==> src/rtl/hazard_scoreboard.sv <==
// ID-stage hazard unit: per-register countdown of cycles until a pending result
// can be forwarded, driving RAW/WAW stalls and an optional multiplier structural stall.
module hazard_scoreboard #(
  parameter int LOAD_LAT      = 1,
  parameter int MUL_LAT       = 3,
  parameter int MUL_PIPELINED = 1,
  parameter int MAX_LAT       = 7
) (
  input  logic        clk,
  input  logic        rst_n,
  input  logic        id_valid,
  input  logic        id_flush,
  input  logic [4:0]  id_rs_addr,
  input  logic [4:0]  id_rt_addr,
  input  logic        id_uses_rs,
  input  logic        id_uses_rt,
  input  logic        id_reg_we,
  input  logic [4:0]  id_reg_write_addr,
  input  logic        id_is_load,
  input  logic        id_is_mul,
  output logic        stall,
  output logic        issue,
  output logic [31:0] busy_mask,
  output logic [31:0] stall_count
);

  localparam int CW = (MAX_LAT < 1) ? 1 : $clog2(MAX_LAT + 1);

  generate
    if (LOAD_LAT < 0 || MUL_LAT < 0 || LOAD_LAT > MAX_LAT || MUL_LAT > MAX_LAT) begin : g_bad_lat
      $error("hazard_scoreboard: LOAD_LAT and MUL_LAT must lie in 0..MAX_LAT");
    end
  endgenerate

  logic [CW-1:0] cnt_q [32];
  logic [CW-1:0] cnt_d [32];
  logic [CW-1:0] lat;
  logic          raw;
  logic          waw;
  logic          str;
  logic          wr_en;
  logic [31:0]   stall_count_q;
  logic [31:0]   stall_count_d;

  always_comb begin
    lat = '0;
    if (id_is_load) begin
      lat = CW'(LOAD_LAT);
    end else if (id_is_mul) begin
      lat = CW'(MUL_LAT);
    end
  end

  assign raw = (id_uses_rs && (cnt_q[id_rs_addr] != '0) && (id_rs_addr != 5'd0)) ||
               (id_uses_rt && (cnt_q[id_rt_addr] != '0) && (id_rt_addr != 5'd0));
  // A pending write that lands later than this one would clobber the younger result.
  assign waw = id_reg_we && (id_reg_write_addr != 5'd0) && (cnt_q[id_reg_write_addr] > lat);

  generate
    if (MUL_PIPELINED == 0) begin : g_mul_struct
      logic [CW-1:0] mul_cnt_q;
      logic [CW-1:0] mul_cnt_d;

      always_comb begin
        mul_cnt_d = (mul_cnt_q != '0) ? mul_cnt_q - 1'b1 : mul_cnt_q;
        if (issue && id_is_mul) begin
          mul_cnt_d = CW'(MUL_LAT);
        end
      end

      always_ff @(posedge clk) begin
        if (!rst_n) begin
          mul_cnt_q <= '0;
        end else begin
          mul_cnt_q <= mul_cnt_d;
        end
      end

      assign str = id_is_mul && (mul_cnt_q != '0);
    end else begin : g_mul_pipe
      assign str = 1'b0;
    end
  endgenerate

  assign stall = id_valid && !id_flush && (raw || waw || str);
  assign issue = id_valid && !id_flush && !stall;
  assign wr_en = issue && id_reg_we && (id_reg_write_addr != 5'd0);

  // A fresh write takes priority over the decrement of the same register.
  always_comb begin
    for (int r = 0; r < 32; r++) begin
      cnt_d[r] = (cnt_q[r] != '0) ? cnt_q[r] - 1'b1 : cnt_q[r];
      if (wr_en && (id_reg_write_addr == 5'(r))) begin
        cnt_d[r] = lat;
      end
    end
  end

  always_comb begin
    stall_count_d = stall_count_q;
    if (stall && (stall_count_q != 32'hFFFF_FFFF)) begin
      stall_count_d = stall_count_q + 32'd1;
    end
  end

  always_ff @(posedge clk) begin
    if (!rst_n) begin
      for (int r = 0; r < 32; r++) begin
        cnt_q[r] <= '0;
      end
      stall_count_q <= '0;
    end else begin
      for (int r = 0; r < 32; r++) begin
        cnt_q[r] <= cnt_d[r];
      end
      stall_count_q <= stall_count_d;
    end
  end

  genvar gi;
  generate
    for (gi = 0; gi < 32; gi++) begin : g_busy
      assign busy_mask[gi] = (cnt_q[gi] != '0);
    end
  endgenerate

  assign stall_count = stall_count_q;

endmodule
==> config.mk <==
export PLATFORM = sky130hd
export DESIGN_NAME = hazard_scoreboard
export DESIGN_NICKNAME = d
export VERILOG_FILES = /design/src/rtl/hazard_scoreboard.sv
export SDC_FILE = /design/constraint.sdc
export NUM_CORES = 1
export LEC_CHECK = 0
export CAP_MARGIN = 30
export CORE_ASPECT_RATIO = 1.2
export CORE_UTILIZATION = 58
export DETAILED_ROUTE_END_ITERATION = 16
export GPL_TIMING_DRIVEN = 1
export PLACE_DENSITY = 0.81
export SLEW_MARGIN = 20
export SYNTH_ARGS = -nofsm -noshare
export SYNTH_HDL_FRONTEND = slang
export SYNTH_SLANG_ARGS = --single-unit
==> constraint.sdc <==
create_clock -name clk -period 6.75 [get_ports clk]
set_clock_uncertainty 0.2 [all_clocks]
set_input_delay 1.35 -clock clk [delete_from_list [all_inputs] [get_ports clk]]
set_output_delay 1.35 -clock clk [all_outputs]
set_load 0.05 [all_outputs]
==> run summary, run 1 <==
grt ovf -> 0
DRT Wirelength -> 24,300 um
crit path cell chain -> clkdlybuf4s50_1, buf_12, mux4_2, mux4_2, mux2_2, ha_1, nor2b_1, o21ai_0, a21oi_1, and4b_4, and2_1, buf_12
Port Buffers -> 89
reg-to-reg slack, setup -> 2.64 ns
worst stage delay on the critical path -> 0.51 ns
nets@finish -> 1,169
min Tclk post-route -> 6.29 ns
Power Density -> 414 nW/um^2
n_diodes -> 0
worst setup path startpoint -> id_reg_write_addr[1]
final instance area -> 10,400 um^2
IO Pins -> 90
Worst EP arrival -> 4.74 ns
core area -> 14,900 um^2
HPWL Detailed -> 17,500 um
Worst Tran Pin Value -> 0.839 ns
global-route wire length before repair -> 38,800 um
Pre-antenna DRT Iters -> 5
LEAKAGE -> 3.98 nW
vias in the first global route -> 7,765
Reg-to-Reg Start -> cnt_q[3][1]$_SDFFE_PN0P_
Fin. Hold Viols -> 0
Max Freq -> 159 MHz
met3 Use GR -> 0.0669
Worst Setup Start Kind -> input port
Clock Pin Slew Worst Setup and Hold Paths -> 0.06 ns
ranking of synthesized cells by area -> dfxtp_1 (29%), mux2i_1 (8.7%), mux4_2 (7.9%)
initial DRC count -> 841
DRC violations left -> 0
Fillers -> 1,210
setup violators final -> 0
Multi-input gate area -> 5690 um^2
top_reg_cell synth -> dfxtp_1
Peak supply drop -> 270 uV
Layout area overhead -> 17.5%
post-synthesis instance total -> 1,051
critical path class -> input port to output pin
Via density -> 6.34
Post-synth EDFFs -> 0
Crit Path Max Fanout -> 32
GR peak layer -> met2
clock buffer depth -> 2
register area share after synthesis -> 0.291
routed length per placed instance -> 18.3 um
Hold Buf Count CTS -> 0
setup tns final -> 0 ns
R2R cell count -> 10
syn_nets -> 1,110
Slew Limit Fails -> 0
# Max-Cap Violations -> 0
HP Class -> flip-flop to flip-flop
FFs w/ async S/R, synth -> 0
TritonCTS clock tree -> yes
#FFs+latches synth -> 128
top post-synthesis cells by count -> dfxtp_1 (128), nand2_1 (99), mux2i_1 (77), nor2_1 (73), inv_1 (70)
crit path to -> issue
Synth top area share -> 0.291
later-pin clock latency in the skew report -> 0.43 ns
final antenna-violating net count -> 0
die width -> 115 um
Rel. slew slack -> 0.440
cell area after synthesis -> 8820 um^2
routed vias -> 8,409
Die Area -> 15,700 um^2
Reg area -> 2560 um^2
CTS H-tree depth -> 4
slowest CP cell -> clkdlybuf4s50_1
CP required -> 5.20 ns
largest net degree at the start of global routing -> 76
Post-CTS Setup Repair Bufs -> 0
initial antenna violation count -> 0
total CTS buffers -> 17
clock sinks -> 128
routing usage on met1 -> 0.394
worst r2r dst -> cnt_q[19][2]$_SDFFE_PP0N_
cell area after placement -> 9770 um^2
dominant cell type by area after synthesis -> dfxtp_1
die height -> 137 um
met2 usage -> 0.513
RSZ-0062 raised after global routing -> false
setup slack at placement -> 0.475 ns
gpl congestion -> 0.958
status -> finished clean
CP endpoint kind -> output pin
share of cells above drive strength 1 -> 0.0936
fin crit share -> 0.932
GRT Resource Usage Total -> 0.318
FP Rows -> 49
Avg Cell Area, Syn -> 8.39 um^2
Resized cells post-CTS -> 0
setup ws final -> 0.460 ns
Syn. warnings -> 0
Initial Util -> 0.592
Root Buffer -> clkbuf_16
Synth cell types -> 65
count leader, synth -> dfxtp_1
-- metrics by stage --
stage,utilization,total power [mW],hold WS [ns],cells
2_1_floorplan,-,2.78,0.285,1051
3_5_place_dp,0.656,3.33,0.283,1295
5_1_grt,0.696,4.55,0.325,1326
6_report,0.696,4.29,0.292,1326
3_3_place_gp,0.656,3.28,0.264,1295
4_1_cts,0.696,4.28,0.291,1326
-- worst max-delay path, delay by kind of cell --
| kind | cells | cell delay, ns |
|---|---|---|
| muxes | 3 | 1.26 |
| AOI/OAI and AO/OA | 2 | 0.24 |
| adders and majority gates | 1 | 0.30 |
| and+or+nand+nor | 3 | 0.71 |
| buffers and inverters | 3 | 0.87 |
-- layout make-up --
cell class	instances	share of cell area
Clock buffer	20	0.0441
Clock inverter	11	0.0134
Inverter	72	0.0261
Multi-Input combinational cell	790	0.549
Sequential cell	128	0.247
Tap cell	204	0.0246
Timing Repair Buffer	101	0.0956
-- metal layers --
metal / up-vias / wire length (um) / part of all wire
li1: 3965 / - / -
met1: 3921 / 9690 / 0.40
met2: 437 / 11600 / 0.48
met3: 86 / 1980 / 0.082
met4: 0 / 1020 / 0.042
met5: - / 0 / 0
-- cells by family (layout without fill, tap and decap cells) --
logic type                 Yosys count  after routing  synth area share
DFF                                128            128             0.291
AOI/OAI and AO/OA                  178            178             0.125
xor gates and xnor gates            32             32            0.0318
muxes                              113            113             0.173
and+or+nand+nor                    432            432             0.265
buffers and inverters              133            204            0.0643
adders and majority gates           35             35            0.0497
-- layout by cell type, fill, tap and decap left out, types with 35 or more instances in the layout --
cell type,netlist,layout
nand2_1,99,99
a21oi_1,39,39
o21ai_0,59,59
inv_1,70,70
nor4_1,43,43
clkdlybuf4s50_1,0,85
ha_1,35,35
nor2_1,73,73
dfxtp_1,128,128
nor3_1,41,41
mux2i_1,77,77
-- worst min-delay path by stage --
stage	from	to	slack, ns	cells past startpoint
6_report	stall_count[6]$_SDFFE_PN0P_	stall_count[6]$_SDFFE_PN0P_	0.29	2
5_1_grt	stall_count[20]$_SDFFE_PN0P_	stall_count[20]$_SDFFE_PN0P_	0.33	2
4_1_cts	stall_count[6]$_SDFFE_PN0P_	stall_count[6]$_SDFFE_PN0P_	0.29	2
3_5_place_dp	stall_count[6]$_SDFFE_PN0P_	stall_count[6]$_SDFFE_PN0P_	0.28	2
3_3_place_gp	stall_count[6]$_SDFFE_PN0P_	stall_count[6]$_SDFFE_PN0P_	0.26	2
2_1_floorplan	cnt_q[0][1]$_SDFFE_PN0P_	cnt_q[0][1]$_SDFFE_PN0P_	0.28	2
-- power by group --
part | internal [mW] | switching (mW)
Combinational | 0.887 | 1.25
Sequential | 0.932 | 0.283
Clock | 0.594 | 0.342
Total | 2.41 | 1.88
-- sequential cells by signal, summed over array words and instances (netlist names) --
register     flops
cnt_q           96
stall_count     32
(Power assumes the default switching activity.)
==> run 2, diff against run 1 <==
--- a/config.mk
+++ b/config.mk
@@ -11,6 +11,7 @@
 export DETAILED_ROUTE_END_ITERATION = 16
 export GPL_TIMING_DRIVEN = 1
 export PLACE_DENSITY = 0.81
+export REMOVE_ABC_BUFFERS = 1
 export SLEW_MARGIN = 20
 export SYNTH_ARGS = -nofsm -noshare
 export SYNTH_HDL_FRONTEND = slang
==> run summary, run 2 (synthesized netlist as in run 1, its figures left out) <==
worst hold slack -> 0.279 ns (was 0.292 ns)
Root Buffer -> clkbuf_16 (unchanged)
Layout Cells excl Fill -> 1,325 (was 1,326)
nets@finish -> 1,169 (unchanged)
Worst Tran Pin Value -> 0.857 ns (was 0.839 ns)
setup slack at placement -> 0.442 ns (was 0.475 ns)
# Max-Cap Violations -> 0 (unchanged)
Fin. Hold Viols -> 0 (unchanged)
Pre-antenna DRT Iters -> 5 (unchanged)
DRT Wirelength -> 24,300 um (about the same)
status -> finished clean (unchanged)
WL met3 -> 1900 um (was 1980 um)
Crit path max-delay family -> multiplexers (unchanged)
Flop pwr share -> 0.283 (about the same)
Peak supply drop -> 351 uV (was 270 uV)
grt ovf -> 0 (unchanged)
RSZ-0062 raised after global routing -> false (unchanged)
WP buf/inv -> 3 (unchanged)
Via density -> 6.34 (about the same)
Hold Buf Count CTS -> 0 (unchanged)
hold depth -> 2 (unchanged)
CP required -> 5.20 ns (about the same)
global-route wire length before repair -> 38,900 um (was 38,800 um)
Die Area -> 15,700 um^2 (unchanged)
total CTS buffers -> 17 (unchanged)
Slew Limit Fails -> 0 (unchanged)
setup violators final -> 0 (unchanged)
clock sinks -> 128 (unchanged)
die height -> 137 um (unchanged)
cell area after placement -> 9770 um^2 (about the same)
final antenna-violating net count -> 0 (unchanged)
internal power -> 2.38 mW (was 2.41 mW)
Power Density -> 411 nW/um^2 (was 414 nW/um^2)
largest net degree at the start of global routing -> 79 (was 76)
max FFs per register -> 96 (unchanged)
Worst Setup Start Kind -> input port (unchanged)
R2R cell count -> 11 (was 10)
Core Util, Final -> 0.694 (was 0.696)
share of cells above drive strength 1 -> 0.0901 (was 0.0936)
vias in the first global route -> 7,741 (was 7,765)
gpl congestion -> 0.953 (was 0.958)
CP endpoint kind -> output pin (unchanged)
critical path class -> input port to output pin (unchanged)
slowest CP cell -> mux4_2 (was clkdlybuf4s50_1)
worst stage delay on the critical path -> 0.52 ns (was 0.51 ns)
setup ws final -> 0.440 ns (was 0.460 ns)
clock network power share -> 0.209 (was 0.218)
FP Rows -> 49 (unchanged)
reg-to-reg slack, setup -> 2.65 ns (was 2.64 ns)
Rel. slew slack -> 0.428 (was 0.440)
TritonCTS clock tree -> yes (unchanged)
HPWL Detailed -> 17,100 um (was 17,500 um)
Worst EP arrival -> 4.76 ns (was 4.74 ns)
final instance area -> 10,300 um^2 (was 10,400 um^2)
Clock Pin Slew Worst Setup and Hold Paths -> 0.06 ns (about the same)
later-pin clock latency in the skew report -> 0.43 ns (about the same)
most common cell after layout, fill and taps aside -> dfxtp_1 (unchanged)
routed vias -> 8,398 (was 8,409)
Comb pwr share -> 0.507 (was 0.499)
core area -> 14,900 um^2 (unchanged)
LEAKAGE -> 3.97 nW (was 3.98 nW)
Max Used Layer -> met4 (unchanged)
Crit. path cell count -> 12 (unchanged)
fin crit share -> 0.935 (was 0.932)
Post-CTS Setup Repair Bufs -> 0 (unchanged)
initial antenna violation count -> 0 (unchanged)
Initial Util -> 0.592 (unchanged)
Crit Path Max Fanout -> 32 (unchanged)
routed length per placed instance -> 18.3 um (about the same)
initial DRC count -> 817 (was 841)
IO Pins -> 90 (unchanged)
Max Freq -> 158 MHz (was 159 MHz)
Resized cells post-CTS -> 0 (unchanged)
switching share of power -> 0.439 (was 0.438)
clock buffer depth -> 2 (unchanged)
crit path cell chain -> clkdlybuf4s50_1, buf_12, mux4_2, mux4_2, mux2_2, ha_1, nor2b_1, o21ai_0, a21oi_1, and4b_4, and2_1, buf_12 (unchanged)
Sw Pwr -> 1.87 mW (was 1.88 mW)
HP Class -> flip-flop to flip-flop (unchanged)
Port Buffers -> 89 (unchanged)
Biggest register -> cnt_q (unchanged)
total chip power -> 4.25 mW (was 4.29 mW)
Layout area overhead -> 17.2% (was 17.5%)
GRT Resource Usage Total -> 0.321 (was 0.318)
min Tclk post-route -> 6.31 ns (was 6.29 ns)
die width -> 115 um (unchanged)
DRC violations left -> 0 (unchanged)
wl on met1 -> 9860 um (was 9690 um)
met2 WL -> 11,400 um (was 11,600 um)
n_diodes -> 0 (unchanged)
CTS H-tree depth -> 4 (unchanged)
commonest cells after routing, fill and taps aside -> dfxtp_1 (128), nand2_1 (99), clkdlybuf4s50_1 (85), mux2i_1 (77), nor2_1 (73) (unchanged)
Fillers -> 1,189 (was 1,210)
dpl cells -> 1,295 (unchanged)
setup tns final -> 0 ns (unchanged)
run 2: path summary, 6_finish.rpt:
kind	startpoint	endpoint
max	id_reg_write_addr[1]	issue
min	stall_count[6]$_SDFFE_PN0P_	stall_count[6]$_SDFFE_PN0P_
max reg2reg	cnt_q[8][1]$_SDFFE_PN0P_	cnt_q[5][1]$_SDFFE_PN0P_
min reg2reg	stall_count[6]$_SDFFE_PN0P_	stall_count[6]$_SDFFE_PN0P_
run 2: layout make-up:
cell class	instances	area, um^2	area share
multi-input combinational	790	5690	0.550
sequential	128	2560	0.248
timing repair buffer	101	993	0.0961
clock buffer	24	482	0.0466
inverter	72	270	0.0262
tap	204	255	0.0247
clock inverter	6	82.6	0.00799
run 2: tightest hold or removal path, cell delays in order (launching register included):
cell and delay, ns:
dfxtp_1 0.32, nand2_1 0.06, mux2i_1 0.05
run 2: power by group through the flow:
stage	Sequential, mW	Clock [mW]	Combinational, mW
2_1_floorplan	1.11	0	1.60
3_3_place_gp	1.20	0	2.07
3_5_place_dp	1.20	0	2.13
4_1_cts	1.19	0.897	2.15
5_1_grt	1.23	0.934	2.37
6_report	1.21	0.891	2.16
run 2: metal layers:
metal | vias to the layer above | GRT usage
met3 | 88 | 0.0731
met4 | 0 | 0.177
met2 | 393 | 0.519
li1 | 3965 | -
met1 | 3952 | 0.395
met5 | - | 0
